[src/rtl/rect_fetch_if.sv]
// -----------------------------------------------------------------------------
// rect_fetch_if
// Bundles the three handshakes around the rectangle fetcher:
//   cmd_*  : feature-index request (valid/ready, index held until accepted)
//   rom_*  : synchronous ROM read port (en/addr out, data back one cycle later)
//   out_*  : packed rectangle to the feature-evaluation datapath (valid/ready)
// Modports:
//   master : the fetcher itself (drives cmd_ready, rom_en/addr, rectangle)
//   slave  : its environment (requester, ROM and consumer)
// -----------------------------------------------------------------------------
interface rect_fetch_if #(
    parameter int W_DATA = 5,
    parameter int W_ADDR = 14,
    parameter int W_IDX  = 12
);
    logic              cmd_valid;
    logic              cmd_ready;
    logic [W_IDX-1:0]  cmd_idx;

    logic              rom_en;
    logic [W_ADDR-1:0] rom_addr;
    logic [W_DATA-1:0] rom_data;

    logic              out_valid;
    logic              out_ready;
    logic [W_DATA-1:0] rect_x;
    logic [W_DATA-1:0] rect_y;
    logic [W_DATA-1:0] rect_w;
    logic [W_DATA-1:0] rect_h;
    logic              rect_empty;

    modport master (
        input  cmd_valid, cmd_idx, rom_data, out_ready,
        output cmd_ready, rom_en, rom_addr, out_valid,
               rect_x, rect_y, rect_w, rect_h, rect_empty
    );

    modport slave (
        output cmd_valid, cmd_idx, rom_data, out_ready,
        input  cmd_ready, rom_en, rom_addr, out_valid,
               rect_x, rect_y, rect_w, rect_h, rect_empty
    );
endinterface

[src/rtl/rect_fetch.sv]
// -----------------------------------------------------------------------------
// rect_fetch
// Reader side of the rectangle-parameter ROM of the cascade classifier.
// Accepts one feature index at a time, reads its four words (x, y, w, h) from
// a ROM with one cycle of read latency, and presents them as one rectangle on
// a valid/ready output that holds under backpressure.
// Ports:
//   clk   : rising-edge clock
//   rst_n : asynchronous active-low reset
//   bus   : rect_fetch_if.master (cmd_*, rom_*, out_*/rect_* signals)
// Timing (accept at cycle T): ROM reads issued T+1..T+4, rectangle valid
// from T+6, next command acceptable the cycle after the output handshake.
// -----------------------------------------------------------------------------
module rect_fetch #(
    parameter int W_DATA = 5,
    parameter int W_ADDR = 14,
    parameter int W_IDX  = 12
) (
    input  logic         clk,
    input  logic         rst_n,
    rect_fetch_if.master bus
);

    typedef enum logic [1:0] {
        IDLE  = 2'd0,
        ISSUE = 2'd1,
        DRAIN = 2'd2,
        HOLD  = 2'd3
    } state_e;

    state_e            state_q, state_d;
    logic              run_q;
    logic [1:0]        k_q, k_d;
    logic              rom_en_q, rom_en_d;
    logic [W_ADDR-1:0] rom_addr_q, rom_addr_d;
    logic [W_DATA-1:0] x_q, x_d;
    logic [W_DATA-1:0] y_q, y_d;
    logic [W_DATA-1:0] w_q, w_d;
    logic [W_DATA-1:0] h_q, h_d;
    logic              empty_q, empty_d;
    logic              cmd_ready;

    // run_q keeps cmd_ready low while reset is held even though the state
    // register already sits in IDLE; it rises on the first edge after release.
    assign cmd_ready = (state_q == IDLE) && run_q;

    always_ff @(posedge clk or negedge rst_n) begin
        if (!rst_n) begin
            state_q    <= IDLE;
            run_q      <= 1'b0;
            k_q        <= '0;
            rom_en_q   <= 1'b0;
            rom_addr_q <= '0;
            x_q        <= '0;
            y_q        <= '0;
            w_q        <= '0;
            h_q        <= '0;
            empty_q    <= 1'b0;
        end else begin
            state_q    <= state_d;
            run_q      <= 1'b1;
            k_q        <= k_d;
            rom_en_q   <= rom_en_d;
            rom_addr_q <= rom_addr_d;
            x_q        <= x_d;
            y_q        <= y_d;
            w_q        <= w_d;
            h_q        <= h_d;
            empty_q    <= empty_d;
        end
    end

    always_comb begin
        state_d    = state_q;
        k_d        = k_q;
        rom_en_d   = rom_en_q;
        rom_addr_d = rom_addr_q;
        x_d        = x_q;
        y_d        = y_q;
        w_d        = w_q;
        h_d        = h_q;
        empty_d    = empty_q;

        unique case (state_q)
            IDLE: begin
                if (bus.cmd_valid && cmd_ready) begin
                    state_d    = ISSUE;
                    k_d        = '0;
                    rom_en_d   = 1'b1;
                    rom_addr_d = {W_IDX'(bus.cmd_idx), 2'b00};
                end
            end

            ISSUE: begin
                // rom_data in this cycle answers the read issued one cycle
                // earlier, i.e. word k_q-1; k_q==0 has nothing returning yet.
                unique case (k_q)
                    2'd1:    x_d = bus.rom_data;
                    2'd2:    y_d = bus.rom_data;
                    2'd3:    w_d = bus.rom_data;
                    default: ;
                endcase

                if (k_q == 2'd3) begin
                    state_d  = DRAIN;
                    k_d      = '0;
                    rom_en_d = 1'b0;
                end else begin
                    k_d        = k_q + 2'd1;
                    rom_addr_d = rom_addr_q + W_ADDR'(1);
                end
            end

            DRAIN: begin
                // h arrives now; empty uses it directly so the flag is
                // registered together with the field it depends on.
                h_d     = bus.rom_data;
                empty_d = (w_q == '0) || (bus.rom_data == '0);
                state_d = HOLD;
            end

            HOLD: begin
                if (bus.out_ready) begin
                    state_d = IDLE;
                end
            end

            default: state_d = IDLE;
        endcase
    end

    assign bus.cmd_ready  = cmd_ready;
    assign bus.rom_en     = rom_en_q;
    assign bus.rom_addr   = rom_addr_q;
    assign bus.out_valid  = (state_q == HOLD);
    assign bus.rect_x     = x_q;
    assign bus.rect_y     = y_q;
    assign bus.rect_w     = w_q;
    assign bus.rect_h     = h_q;
    assign bus.rect_empty = empty_q;

endmodule

[src/flat_wrapper.sv]
// flat-port wrapper written by rule: the top's interface ports become plain ports
module rect_fetch_flat 
#(
    parameter int W_DATA = 5,
    parameter int W_ADDR = 14,
    parameter int W_IDX  = 12
)
  (clk, rst_n, bus_cmd_valid, bus_cmd_idx, bus_rom_data, bus_out_ready, bus_cmd_ready, bus_rom_en, bus_rom_addr, bus_out_valid, bus_rect_x, bus_rect_y, bus_rect_w, bus_rect_h, bus_rect_empty);
  rect_fetch_if #(.W_DATA(W_DATA), .W_ADDR(W_ADDR), .W_IDX(W_IDX)) bus_i ();
  input  logic clk;
  input  logic rst_n;
  input wire logic [$bits(bus_i.cmd_valid)-1:0] bus_cmd_valid;
  input wire logic [$bits(bus_i.cmd_idx)-1:0] bus_cmd_idx;
  input wire logic [$bits(bus_i.rom_data)-1:0] bus_rom_data;
  input wire logic [$bits(bus_i.out_ready)-1:0] bus_out_ready;
  output wire logic [$bits(bus_i.cmd_ready)-1:0] bus_cmd_ready;
  output wire logic [$bits(bus_i.rom_en)-1:0] bus_rom_en;
  output wire logic [$bits(bus_i.rom_addr)-1:0] bus_rom_addr;
  output wire logic [$bits(bus_i.out_valid)-1:0] bus_out_valid;
  output wire logic [$bits(bus_i.rect_x)-1:0] bus_rect_x;
  output wire logic [$bits(bus_i.rect_y)-1:0] bus_rect_y;
  output wire logic [$bits(bus_i.rect_w)-1:0] bus_rect_w;
  output wire logic [$bits(bus_i.rect_h)-1:0] bus_rect_h;
  output wire logic [$bits(bus_i.rect_empty)-1:0] bus_rect_empty;
  assign bus_i.cmd_valid = bus_cmd_valid;
  assign bus_i.cmd_idx = bus_cmd_idx;
  assign bus_i.rom_data = bus_rom_data;
  assign bus_i.out_ready = bus_out_ready;
  assign bus_cmd_ready = bus_i.cmd_ready;
  assign bus_rom_en = bus_i.rom_en;
  assign bus_rom_addr = bus_i.rom_addr;
  assign bus_out_valid = bus_i.out_valid;
  assign bus_rect_x = bus_i.rect_x;
  assign bus_rect_y = bus_i.rect_y;
  assign bus_rect_w = bus_i.rect_w;
  assign bus_rect_h = bus_i.rect_h;
  assign bus_rect_empty = bus_i.rect_empty;
  rect_fetch #(.W_DATA(W_DATA), .W_ADDR(W_ADDR), .W_IDX(W_IDX)) u_core (.clk(clk), .rst_n(rst_n), .bus(bus_i));
endmodule
[config.mk]
export PLATFORM = sky130hd
export DESIGN_NAME = rect_fetch_flat
export DESIGN_NICKNAME = d
export VERILOG_FILES = /design/src/rtl/rect_fetch_if.sv /design/src/rtl/rect_fetch.sv /design/src/flat_wrapper.sv
export SDC_FILE = /design/constraint.sdc
export NUM_CORES = 1
export LEC_CHECK = 0
export CELL_PAD_IN_SITES_DETAIL_PLACEMENT = 2
export CELL_PAD_IN_SITES_GLOBAL_PLACEMENT = 2
export CORE_MARGIN = 1.5
export CORE_UTILIZATION = 31
export CTS_BUF_LIST = sky130_fd_sc_hd__clkbuf_4 sky130_fd_sc_hd__clkbuf_8
export CTS_CLUSTER_SIZE = 10
export DETAILED_ROUTE_END_ITERATION = 8
export PLACE_DENSITY_LB_ADDON = 0.3
export SKIP_CTS_REPAIR_TIMING = 1
export SKIP_LAST_GASP = 1
export SLEW_MARGIN = 40
export SYNTH_ARGS = -nofsm -noshare
export SYNTH_HDL_FRONTEND = slang
export SYNTH_SLANG_ARGS = --single-unit
[constraint.sdc]
create_clock -name clk -period 2.35 [get_ports clk]
set_input_delay 0.47 -clock clk [delete_from_list [all_inputs] [get_ports clk]]
set_output_delay 0.47 -clock clk [all_outputs]
set_load 0.05 [all_outputs]
; Word level (Yosys, flattened, before mapping)
; Index checks and enable logic that the tools add are counted.
[op_classes]
muxes = 13
n_eq_ne = 10
addsub = 2
reduce_logical = 14
[op_table]
columns = cell, n
row1 = $mux 14, 2
row2 = $pmux 14 s2, 1
row3 = $add 14x1->14 const B, 1
row4 = $logic_not 5->1, 2
row5 = $mux 2, 5
row6 = $reduce_and 3->1, 3
row7 = $eq 2x2->1 const B, 4
row8 = $pmux 2 s4, 1
row9 = $reduce_and 2->1, 4
row10 = $ne 2x2->1 const B, 3
row11 = $eq 2x1->1 const B, 2
row12 = $pmux 2 s2, 1
row13 = $add 2x1->2 const B, 1
row14 = $logic_and 1x1->1, 2
row15 = $logic_not 2->1, 1
row16 = $mux 1, 2
row17 = $ne 2x1->1 const B, 1
row18 = $pmux 1 s2, 1
row19 = $reduce_bool 2->1, 1
row20 = $logic_or 1x1->1, 1
[word_totals]
elab_cells = 49
input_bits = 21
register_bits = 41

; Logic depth before layout (Yosys ltp)
; Gate-level depths: netlist of run 1.
[logic_depth]
word_depth = 5
ltp_mapped = 9
ltp_nobuf = 6

; Least setup slack after synthesis of run 1
; No wires, ideal clock.
[synth_timing]
kind = register -> register
from = register u_core.state_q[0]
to = register u_core.rom_addr_q[10], in the netlist u_core.bus.rom_addr[10]
stages_incl_launch_ff = 10
t_required_ns = 2.213
synth_period_minus_slack_ns = 1.773
path_slack_ns = 0.577
arrival_time_ns = 1.636
path_cell_list = dfrtp_1 inv_1 ha_1 buf_4 or2_4 and3_4 buf_6 buf_8 o22ai_1 a21oi_1
[synth_between]
elab_chain_cells = 5
word_cells_on_any_way = 9
cone_classes = eq/ne: 3 / mux: 1 / reduce/logical: 5
[synth_rtl]
columns = item, line
row1 = "start, declared", rect_fetch.sv:31  ; state_e state_q, state_d;
row2 = "start signal, assigned", rect_fetch.sv:60  ; state_q <= state_d;
row3 = $logic_not 2->1, "rect_fetch.sv:45, rect_fetch.sv:84"
row4 = $logic_and 1x1->1, rect_fetch.sv:45  ; assign cmd_ready = (state_q == IDLE) && run_q;
row5 = $logic_and 1x1->1, rect_fetch.sv:86  ; if (bus.cmd_valid && cmd_ready) begin
row6 = $ne 2x2->1 (no source line), --
row7 = $reduce_and 3->1 (no source line), --
row8 = "end signal, assigned", rect_fetch.sv:64  ; rom_addr_q <= rom_addr_d;
row9 = "end, declared", rect_fetch.sv:35  ; logic [W_ADDR-1:0] rom_addr_q, rom_addr_d;
; Parallel ways exist; a longest one is shown, timed or not.
; A chain may end at the register's enable or synchronous reset.

; Worst setup path in the final report of run 1
[layout_timing]
from = register u_core.state_q[1]
to = output port bus_out_valid
[layout_between]
elab_chain_cells = 1
[layout_rtl]
columns = item, line
row1 = $eq 2x2->1, rect_fetch.sv:135  ; assign bus.out_valid = (state_q == HOLD);
row2 = "end, declared", flat_wrapper.sv:19  ; output wire logic [$bits(bus_i.out_valid)-1:0] bus_out_valid;
; No other way between the ends.

==> results of run 1 <==
[stage by stage]
stage                     utilization [%]  worst slack [ns]
after CTS                            44.0             0.109
after detailed placement             42.5             0.189
final                                44.0             0.133
after global placement               42.5             0.255
after floorplan                         -             0.577
after global routing                 44.0            0.0724
[how the worst min path moves through the flow]
stage,from,to
floorplan,rst_n,u_core.bus.rect_empty
global placement,u_core.bus.rect_x[0],u_core.bus.rect_x[0]
detailed placement,u_core.bus.rect_y[1],u_core.bus.rect_y[1]
CTS,rst_n,u_core.bus.rect_h[0]
global route,rst_n,u_core.bus.rect_h[0]
finish,rst_n,u_core.bus.rect_h[0]
[state kept, by name (all words and copies together) (netlist names)]
register and flops:
u_core.bus.rect_h 5, u_core.state_q 2, u_core.bus.rect_empty 1, u_core.bus.rom_addr 14, u_core.bus.rect_y 5, u_core.k_q 2
u_core.run_q 1, u_core.bus.rom_en 1, u_core.bus.rect_x 5, u_core.bus.rect_w 5
[final cells by class]
class,count,area (µm²)
clock buffers,5,68.8
clock inverters,2,35.0
fillers,732,3850
inverters,7,26.3
multi-input cells,145,1110
flip-flops and latches,41,1030
well taps,96,120
repair buffers,65,638
[logic make-up after synthesis]
group / after synthesis / share of synthesized area (%)
buffers and inverters: 17 / 4.69
AOI/OAI and AO/OA: 36 / 12.4
muxes: 28 / 13.7
DFF: 41 / 45.8
other: 1 / 0.168
and+or+nand+nor: 71 / 18.2
adders and majority gates: 9 / 5.03
[Yosys cell counts, types with 2 or more instances]
cell and count:
dfrtp_1 41, mux2_2 21, nand2_1 20, nand3_1 13, ha_1 9, mux2i_1 7
nor2_1 7, inv_1 6, nand4_1 6, a21oi_1 5, a22oi_1 4, nor3_1 4
and2_1 3, buf_2 3, buf_6 3, nand4b_1 3, nor4_1 3, o211ai_1 3
o221ai_1 3, o22ai_1 3, a21oi_2 2, a2bb2oi_1 2, and3_4 2, o21ai_0 2
o21ai_1 2, o22a_1 2, o311a_1 2
[routing by layer]
| layer | up-vias | global-route usage, % |
|---|---|---|
| li1 | 865 | - |
| met1 | 968 | 24.2 |
| met2 | 38 | 32.6 |
| met3 | 6 | 3.02 |
| met4 | 0 | 4.33 |
| met5 | - | 0 |
[critical path, cell delays in order, from the launching register on]
cell and delay, ns:
dfrtp_1 0.40, ha_1 0.23, clkdlybuf4s50_1 0.82
==> qor.yml, run 1 <==
worst_setup_path:
  cp-endpoint: "bus_out_valid"
  crit_type: "reg2out"
  crit_fanout: 4
  cp.required_ns: 1.88
  r2r-end: "u_core.bus.rom_addr[2]"
  rr_startpoint: "u_core.state_q[1]"
  crit_start: "u_core.state_q[1]"
  cp-end-kind: "output port"
  arrival_ns: 1.75
  reg2reg_depth: 6
  cp-start-kind: "flop"
  reg2reg_setup_slack_ns: 0.28
detailed_routing:
  dr.pass1.iters: 4
  ant_nets: 0
  num_vias: 1877
  met3_length_um: 268
  drt_iter0_drc: 49
  drcViolationCount: 0
  wl_met2_um: 3420
  top_layer: "met4"
  wire_per_inst_um: 18.5
  wl_met1_um: 2940
  finalWirelength_um: 6680
  routed_via_density: 5.20
cts:
  cts_tree: "yes"
  cts_root_buffer: "clkbuf_8"
  path_clk_slew_ns: 0.08
  clock_latency_ns: 0.30
  cts.sinks: 41
  numCtsBuffers: 5
  htree_levels: 2
  clockBufferDepth: 2
global_routing:
  grt_pass1_vias: 2063
  grt_pass1_wl_um: 11000
  grt_overflow: 0
  antenna_found_initial: 0
  grt_max_degree: 42
  grt_use_total_pct: 18.7
floorplan:
  start_util_pct: 32.6
  num_rows: 30
  die_w_um: 88.0
  core_area_mm2: 0.00687
  fp.dieH_um: 88.0
  dieArea_mm2: 0.00774
  pin_count: 59
cells_and_area:
  stdcell_count: 361
  final_nets: 295
  area_growth_pct: 35.0
  fin_area_mm2: 0.00302
  final_common_cell: "clkdlybuf4s50_1"
  layout-drive-gt1-share_pct: 18.9
  final_cell_mix: "clkdlybuf4s50_1 (56), dfrtp_1 (41), mux2_2 (21)"
  num_antenna_cells: 0
logic_synthesis:
  async_reset_ff_share_pct: 100
  syn_nets: 233
  synth_cell_types: 49
  yosys_warnings: 0
  avgSynthCellArea_um2: 11.0
  synth_top_area_cell: "dfrtp_1"
  synth.top_cell.area_share_pct: 45.8
  yosysSeqAreaShare_pct: 45.8
  ys_seq_elements: 41
  yosys-top-cells-area: "dfrtp_1 (46%), mux2_2 (11%), ha_1 (5.0%)"
  synthFlopType: "dfrtp_1"
  syn_area_mm2: 0.00224
  synth_edf_count: 0
  syn-instance-count: 203
sta:
  finalCritPeriodShare_pct: 94.4
  slew_headroom_pct: 62.8
  fin_tns_setup_ns: 0
  holdWs_ns: 0.242
  tightest_slew_ns: 0.558
  setup_viol: 0
  slew_violations: 0
  hold_violations: 0
  min_period_ns: 2.22
  max_freq_ghz: 0.451
  rsz0062_at_grt: "no"
  skew_ns: 0.00379
placement:
  place_area_mm2: 0.00292
  dp.final_hpwl_um: 4820
  globalplace.congestion: 0.692
  dp_cells: 354
  place.port_buffers: 58
job:
  cap_viol_max_count: 0
hold_path:
  min_path_type: "in2async"
outcome:
  status: "complete, no violations"
Power of run 1 is not shown: default switching activity piles up to over one toggle a cycle in this logic, so the estimate is an artifact.
==> run 2, diff against run 1 <==
--- a/config.mk
+++ b/config.mk
@@ -5,10 +5,11 @@
 export SDC_FILE = /design/constraint.sdc
 export NUM_CORES = 1
 export LEC_CHECK = 0
+export ABC_AREA = 1
 export CELL_PAD_IN_SITES_DETAIL_PLACEMENT = 2
 export CELL_PAD_IN_SITES_GLOBAL_PLACEMENT = 2
 export CORE_MARGIN = 1.5
-export CORE_UTILIZATION = 31
+export CORE_UTILIZATION = 28
 export CTS_BUF_LIST = sky130_fd_sc_hd__clkbuf_4 sky130_fd_sc_hd__clkbuf_8
 export CTS_CLUSTER_SIZE = 10
 export DETAILED_ROUTE_END_ITERATION = 8
==> run 2 against run 1 <==
  * Fmax up 0.20%
  * Clock-buffer cell count unchanged
  * Area after synthesis down 2.4%
  * Critical path depth unchanged
  * Worst setup slack better by 0.0044 ns
  * Via count up 6.9%
  * Core utilization down 5.2 points
  * Sequential share of layout area up 0.67 points
  * Synthesized cell count up 32%
==> qor.yml, run 2 <==
outcome:
  status: "complete, no violations"
logic_synthesis:
  async_reset_ff_share_pct: 100  # unchanged
  syn_area_mm2: 0.00218  # -2.4%
  yosys_warnings: 0  # unchanged
  avgSynthCellArea_um2: 8.18  # -26%
  synthMostInstantiatedCell: "nand2_1"
  ys_top_cells_by_count: "nand2_1 (73), dfrtp_1 (41), inv_1 (23), nor2_1 (21), o21ai_0 (17)"
  synth_edf_count: 0  # unchanged
  yosysSeqAreaShare_pct: 47.0  # +1.1 points
  synth_cell_types: 28  # -43%
  ys_seq_elements: 41  # unchanged
  synth_top_area_cell: "dfrtp_1"
  syn-instance-count: 267  # +32%
  syn_nets: 297  # +27%
  yosys-top-cells-area: "dfrtp_1 (47%), nand2_1 (13%), ha_1 (5.2%)"
  synthFlopType: "dfrtp_1"
  synth.top_cell.area_share_pct: 47.0  # +1.1 points
power:
  sequentialPowerShare_pct: 28.3
  p_sw_share_pct: 54.3
  power.share.clock_pct: 10.7
  power.switching_mw: 2.61
  p_per_area_mw_per_mm2: 1620
  ir_drop_mv: 0.638
  p_leak_nw: 1.33
  combPwrFrac_pct: 61.0
  power.internal_mw: 2.19
cts:
  cts.sinks: 41  # unchanged
  cts_tree: "yes"
  clock_latency_ns: 0.30  # about the same
  clockBufferDepth: 2  # unchanged
  htree_levels: 2  # unchanged
  cts_root_buffer: "clkbuf_8"
  numCtsBuffers: 5  # unchanged
  path_clk_slew_ns: 0.09  # about the same
worst_setup_path:
  crit_start: "u_core.state_q[0]"
  rr_startpoint: "u_core.state_q[1]"
  reg2reg_setup_slack_ns: 0.37  # +0.09 ns
  critPathMaxStageDelay_ns: 0.81  # about the same
  crit_fanout: 4  # unchanged
  cp-end-kind: "output port"
  cp-start-kind: "flop"
  r2r-end: "u_core.bus.rom_addr[8]"
  worstPathCellList: "ha_1, clkdlybuf4s50_1"
  cp_top_family: "buffers and inverters"
  crit_type: "reg2out"
  crit_cells: 2  # unchanged
  arrival_ns: 1.74  # about the same
  cp-endpoint: "bus_out_valid"
  slowest_stage: "clkdlybuf4s50_1"
  reg2reg_depth: 9  # +3
  path_buf_inv: 1  # unchanged
  cp.required_ns: 1.88  # about the same
global_routing:
  antenna_found_initial: 0  # unchanged
  grt_use_total_pct: 17.0  # -1.7 points
  grt_overflow: 0  # unchanged
  grt_pass1_wl_um: 11300  # +2.6%
  grt_max_degree: 24  # -43%
  grt_pass1_vias: 2325  # +13%
cells_and_area:
  largest_register_ffs: 14  # unchanged
  final_cell_mix: "nand2_1 (73), clkdlybuf4s50_1 (56), dfrtp_1 (41)"
  fillers: 891  # +22%
  final_nets: 357  # +21%
  layout-drive-gt1-share_pct: 12.5  # -6.4 points
  num_antenna_cells: 0  # unchanged
  area_growth_pct: 35.6
  utilization_pct: 38.7  # -5.2 points
  final_common_cell: "nand2_1"
sta:
  fin_tns_setup_ns: 0  # unchanged
  max_freq_ghz: 0.452  # +0.20%
  min_period_ns: 2.21  # -0.00443 ns
  setup_ws_ns: 0.137  # +0.00443 ns
  slew_headroom_pct: 64.0  # +1.2 points
  tightest_slew_ns: 0.539  # -0.0191 ns
  finalCritPeriodShare_pct: 94.2  # -0.19 points
  rsz0062_at_grt: "no"
  slew_violations: 0  # unchanged
  skew_ns: 0.00651  # +0.00272 ns
  setup_viol: 0  # unchanged
  hold_violations: 0  # unchanged
hold_path:
  min_path_type: "in2async"
floorplan:
  core_area_mm2: 0.00765  # +11%
  dieArea_mm2: 0.00834  # +7.8%
  pin_count: 59  # unchanged
  start_util_pct: 28.6  # -4.0 points
  fp.dieH_um: 91.3  # +3.8%
  num_rows: 32  # +6.7%
  die_w_um: 91.3  # +3.8%
placement:
  globalplace.congestion: 0.753  # +8.8%
  place.port_buffers: 58  # unchanged
  place_ws_ns: 0.343  # +0.154 ns
  dp.final_hpwl_um: 4970  # +3.1%
detailed_routing:
  num_vias: 2006  # +6.9%
  routed_via_density: 4.67  # -10%
  drt_iter0_drc: 48  # -2.0%
  dr.pass1.iters: 4  # unchanged
  finalWirelength_um: 6620  # -0.94%
  drcViolationCount: 0  # unchanged
  ant_nets: 0  # unchanged
  wire_per_inst_um: 15.4  # -17%
job:
  cap_viol_max_count: 0  # unchanged
[run 2: cell count changes in the layout (fill, tap and decap cells not counted), sizes merged, moves of 5 or more]
cell / change
buf: -5
inv: +20
mux2: -21
mux2i: -7
nand2: +61
nor2: +26
nor3: -5
o21ai: +28
[run 2: metrics by stage]
stage	hold WS [ns]	instance area, µm²	std cells	total power [mW]
finish	0.123	2960	430	4.80
detailed placement	0.472	2870	422	4.34
global route	0.142	2960	430	5.14
CTS	0.133	2960	430	4.89
floorplan	0.174	2180	267	3.36
global placement	0.468	2870	422	4.25
[run 2: cell type report]
type / count / area, µm² / area share, %
Clock buffer: 5 / 68.8 / 2.32
Clock inverter: 3 / 25.0 / 0.845
Inverter: 26 / 97.6 / 3.29
Multi-Input combinational cell: 193 / 1020 / 34.3
Sequential cell: 41 / 1030 / 34.6
Tap cell: 102 / 128 / 4.31
Timing Repair Buffer: 60 / 601 / 20.3
[run 2: metal layers]
metal	global-route usage, %	wire length [µm]	up-vias
li1	-	-	971
met1	20.3	2890	994
met2	30.8	3420	32
met3	3.43	238	9
met4	4.43	74	0
met5	0	0	-
[run 2: cells by family after synthesis]
family | share of synthesized area [%]
flops | 47.0
buf+inv | 6.47
other cells | 0.172
simple gates | 28.6
fa+ha+maj | 5.15
compound gates | 11.5
xor+xnor | 1.20
[run 2: worst reg2reg max path: cells and delay by family (launching register included)]
family	cells	cell delay (ns)
AOI/OAI and AO/OA	2	0.43
DFF	1	0.41
adders and majority gates	1	0.37
and+or+nand+nor	3	0.36
buffers and inverters	3	0.32
[run 2: how the worst min path moves through the flow]
stage,from,depth (start not counted),slack (ns),endpoint
after detailed placement,u_core.bus.rect_x[1],2,0.47,u_core.bus.rect_x[1]
final,rst_n,1,0.12,u_core.bus.rom_addr[1]
after global routing,rst_n,1,0.14,u_core.bus.rect_y[0]
after CTS,rst_n,1,0.13,u_core.bus.rom_addr[1]
after global placement,rst_n,1,0.47,u_core.bus.rect_y[0]
after floorplan,rst_n,0,0.17,u_core.bus.rect_empty
[run 2: power groups by stage]
stage	registers [mW]	logic (mW)	clock network, mW
4_1_cts	1.37	2.98	0.537
3_3_place_gp	1.37	2.87	0
6_report	1.36	2.93	0.512
3_5_place_dp	1.38	2.96	0
2_1_floorplan	2.33	1.03	0
5_1_grt	1.41	3.18	0.553
Power figures use the tool's default switching activity.
